`config.mk`:
```
export PLATFORM = sky130hd
export DESIGN_NAME = priority_encoder_seq
export DESIGN_NICKNAME = d
export VERILOG_FILES = /design/src/rtl/priority_encoder_seq.sv
export SDC_FILE = /design/constraint.sdc
export NUM_CORES = 1
export LEC_CHECK = 0
export ABC_AREA = 1
export BUFFER_PORTS_ARGS = -buffer_cell sky130_fd_sc_hd__buf_4
export CORE_ASPECT_RATIO = 1.25
export CORE_MARGIN = 4
export CORE_UTILIZATION = 31
export CTS_CLUSTER_SIZE = 16
export DETAILED_ROUTE_END_ITERATION = 7
export HOLD_SLACK_MARGIN = 0.08
export PLACE_DENSITY = 0.54
export SLEW_MARGIN = 20
export SYNTH_ARGS = -nofsm -noshare
export SYNTH_HDL_FRONTEND = slang
export SYNTH_SLANG_ARGS = --single-unit
```
`constraint.sdc`:
```
create_clock -name clk -period 1.7 [get_ports clk]
set_clock_uncertainty 0.2 [all_clocks]
set_input_delay 0.17 -clock clk [delete_from_list [all_inputs] [get_ports clk]]
set_output_delay 0.17 -clock clk [all_outputs]
set_load 0.02 [all_outputs]
```
`src/rtl/priority_encoder_seq.sv`:
```
// Sequential priority encoder: latches request pulses and presents one pending index (fixed or round-robin).
// Latency: request on x in cycle k is visible on f/y in cycle k+1; y/f are combinational from pend/ptr only.
// Backpressure: a pending index is held until ready is high while f=1; exactly one bit retires per accept.
module priority_encoder_seq #(
    parameter int N  = 8,
    parameter int W  = $clog2(N),
    parameter int RR = 0
) (
    input  logic         clk,
    input  logic         rst,
    input  logic [N-1:0] x,
    input  logic         ready,
    output logic [W-1:0] y,
    output logic         f,
    output logic [N-1:0] pend,
    output logic         ovf
);

    logic [N-1:0] pend_q, pend_d;
    logic [N-1:0] clr;
    logic [W-1:0] ptr_q, ptr_d;
    logic         ovf_q, ovf_d;
    logic [W-1:0] sel;
    logic         found;
    logic         acc;
    int           idx;

    // Search starts at ptr in round-robin mode, at 0 in fixed mode; wraps at N, not at 2**W.
    always_comb begin
        sel   = '1;
        found = 1'b0;
        idx   = 0;
        for (int k = 0; k < N; k++) begin
            idx = (RR != 0) ? int'(ptr_q) + k : k;
            if (idx >= N) idx = idx - N;
            if (!found && pend_q[idx]) begin
                found = 1'b1;
                sel   = W'(idx);
            end
        end
    end

    assign f    = |pend_q;
    assign y    = sel;
    assign pend = pend_q;
    assign ovf  = ovf_q;
    assign acc  = f & ready;

    // A new request on the bit being retired re-arms it and is not an overflow.
    always_comb begin
        clr    = acc ? ({{(N-1){1'b0}}, 1'b1} << sel) : '0;
        pend_d = (pend_q & ~clr) | x;
        ovf_d  = ovf_q | (|(x & pend_q & ~clr));
        ptr_d  = ptr_q;
        if (RR != 0 && acc) begin
            ptr_d = (sel == W'(N - 1)) ? '0 : sel + W'(1);
        end
    end

    always_ff @(posedge clk) begin
        if (rst) begin
            pend_q <= '0;
            ptr_q  <= '0;
            ovf_q  <= 1'b0;
        end else begin
            pend_q <= pend_d;
            ptr_q  <= ptr_d;
            ovf_q  <= ovf_d;
        end
    end

endmodule

```
==> impl_results.md <==
- Hold Path Depth: 2
- WL/cell: 10.29 microns
- Cell Area, Synth: 620.6 sq um
- Rel. slew slack: 85.53%
- RePlAce Congestion: 0.7826
- Synthesized Nets: 105
- Non-filler cells, final: 152
- First-pass GRT wire length: 2559 microns
- Synth cell types: 19
- Launching point of the worst reg2reg path: pend[3]
- Die width: 48.02 microns
- DP HPWL: 1260 microns
- CTS tree: done
- Tcrit/Tclk final: 101.0%
- Delay-heaviest family, CP: simple AND/OR/NAND/NOR gates
- Fill count: 190
- Setup crit end kind: primary output
- Synth-to-layout area growth: 59.07%
- Initial antenna violation count: 0
- Share of layout cells above drive strength 1: 39.10%
- Setup crit start kind: flip-flop
- CP cell instances: nor2_4 > nand4_1 > nor2_2 > nor4_2 > buf_4
- # port buffers: 23
- CORE AREA: 0.001829 sq mm
- Maximum root-to-sink buffer count: 2
- Clk sink count: 9
- Type of the most critical hold path: flip-flop to flip-flop
- DP Area: 830.8 sq um
- Total of max-cap violations: 0
- Gr ovfl total: 0
- Leakage: 0.5345 nW
- Die Area: 0.002786 sq mm
- VDD IR max: 0.6150 mV
- Drt drc: 0
- Routed Wire Length: 1564 microns
- Via density: 4.520
- Hold slack: 0.3559 ns
- End of the worst register-to-register path: ovf
- Pwr Density: 665.3 mW/mm^2
- Run status: finished, violations left
- Critical-path top delay cell: dfxtp_2
- RSZ-0062 raised after global routing: yes
- Worst Path Buf+Inv: 1
- FMAX: 0.5821 GHz
- Fin. max-slew vios: 0
- Clk slew on worst S/H paths: 0.06 ns
- YS warnings: 0
- Nets: 145
- Drt pass-1 iters: 4
- Worst Hold Endpoint: pend[1]
- Final-report hold violation count: 0
- Syn Area/Cell: 6.602 sq um
- Slew @ Worst Pin: 0.2154 ns
- Finished Cell Area: 987.2 sq um
- Reg2Reg Depth: 11
- Io pins: 24
- Worst-Skew Late Latency: 0.26 ns
- Rows: 17
- Total CTS buffers: 3
- Starting DRT DRC Count: 10
- Vias in the first global route: 600
- R2R Setup Slk: 0.03 ns
- Antenna cell count: 0
- Antenna viol nets, final: 0
- Register bit total from synthesis: 9
- Tot GR Track Use: 12.68%
- Fin util: 53.97%
- Worst EP required: 1.33 ns
- Minimum clock period: 1.718 ns
- Vias: 687
- CP max stage delay: 0.35 ns
- WS Path Type: flip-flop to primary output
- Final WS setup: -0.01780 ns
- Syn Inst Count: 94
- Placed cells: 137
- Initial core utilization: 33.93%
- Final setup violation count: 1
- Failing checks: setup timing
- Critical Path AT: 1.35 ns
- Hold path start: pend[1]
- CP Max Fanout: 5
- Die height: 58.03 microns
- Htree depth: 1
- Largest net degree at the start of global routing: 10
- Sequential share of the synthesized area: 29.03%
- Total Power: 0.6567 mW
- Root buffer cell: clkbuf_4
- Setup WS pre-CTS: 0.06367 ns
- Setup TNS: -0.01780 ns
layout by cell type, fill, tap and decap left out:
cell type,Yosys,final
nor2_1,17,15
nor4_2,0,1
dlygate4sd3_1,0,10
clkbuf_4,0,3
nand3_1,4,4
dfxtp_1,9,4
clkbuf_1,0,1
nand2_8,1,1
o21ai_1,1,1
nand2_1,17,17
inv_1,19,19
nor3_4,0,1
nor2_8,2,2
dfxtp_2,0,5
nand2_2,6,6
a21oi_1,8,8
inv_2,1,1
nand2_4,1,1
nor2_4,2,3
nand4_1,1,1
nor3_1,1,1
buf_4,1,26
nor2_2,1,2
layer usage:
metal	track usage [%]	share of wire [%]	up-vias
met1	15.40	44	303
met5	0	0	-
met2	20.42	49	19
met4	3.462	1.5	0
met3	4.658	5.8	4
li1	-	-	361
state kept, by name, indices dropped and copies added, names as in the netlist:
name / count
ovf: 1
pend: 8
cells by family after synthesis:
kind of cell,after synthesis,share of synthesized area (%)
DFF,9,29.03
buffers and inverters,21,13.31
and+or+nand+nor,55,50.40
AOI/OAI and AO/OA,9,7.258
worst register-to-register path, cell delays in order, from the launching register on:
cell	delay (ns)
dfxtp_2	0.35
nor2_4	0.18
nand4_1	0.16
nor2_2	0.18
buf_4	0.13
nand2_2	0.05
nand2_1	0.06
nand2_1	0.05
inv_1	0.05
nand3_1	0.07
nand2_1	0.06
inv_1	0.03
power breakdown:
group          leakage [nW]  switching [mW]  internal, mW
combinational         0.443           0.127         0.107
clock                0.0150          0.0814        0.0908
sequential           0.0765          0.0209         0.229
total                 0.534           0.229         0.427
repair_timing:
action | 4_1_cts | 5_1_grt
endpoints found under the setup margin | 2 | 4
pin swaps | 1 | 2
gates resized for setup | 5 | 4
endpoints found under the hold margin | 9 | 0
hold buffers | 10 | 0
setup buffers | 0 | 1
Yosys cell counts, drive strengths merged:
library cell  count  area [sq um]
nor3              2         15.01
a21oi             8         40.04
nor4              1         6.260
nor2             22         132.6
nand3             4         20.02
o21ai             1         5.000
nand2            25         132.6
dfxtp             9         180.2
buf               1         7.510
nand4             1         6.260
inv              20         75.07
how the worst max path moves through the flow:
| stage | start | end | slack (ns) | depth (start not counted) |
|---|---|---|---|---|
| floorplan | pend[0] | y[1] | 0.03 | 4 |
| global placement | pend[2] | ovf | 0.06 | 10 |
| detailed placement | pend[2] | ovf | 0.06 | 10 |
| CTS | pend[1] | y[0] | -0.02 | 5 |
| global route | pend[1] | y[0] | -0.11 | 5 |
| finish | pend[3] | y[0] | -0.02 | 5 |
layout make-up:
type / instances / area [sq um] / area share, %
repair buffers: 36 / 295.3 / 29.91
flip-flops and latches: 9 / 186.4 / 18.88
well taps: 19 / 23.77 / 2.408
multi-input cells: 64 / 380.4 / 38.53
inverters: 20 / 75.07 / 7.605
clock buffers: 4 / 26.28 / 2.662
Note: power is estimated with default switching activity, not from simulation.
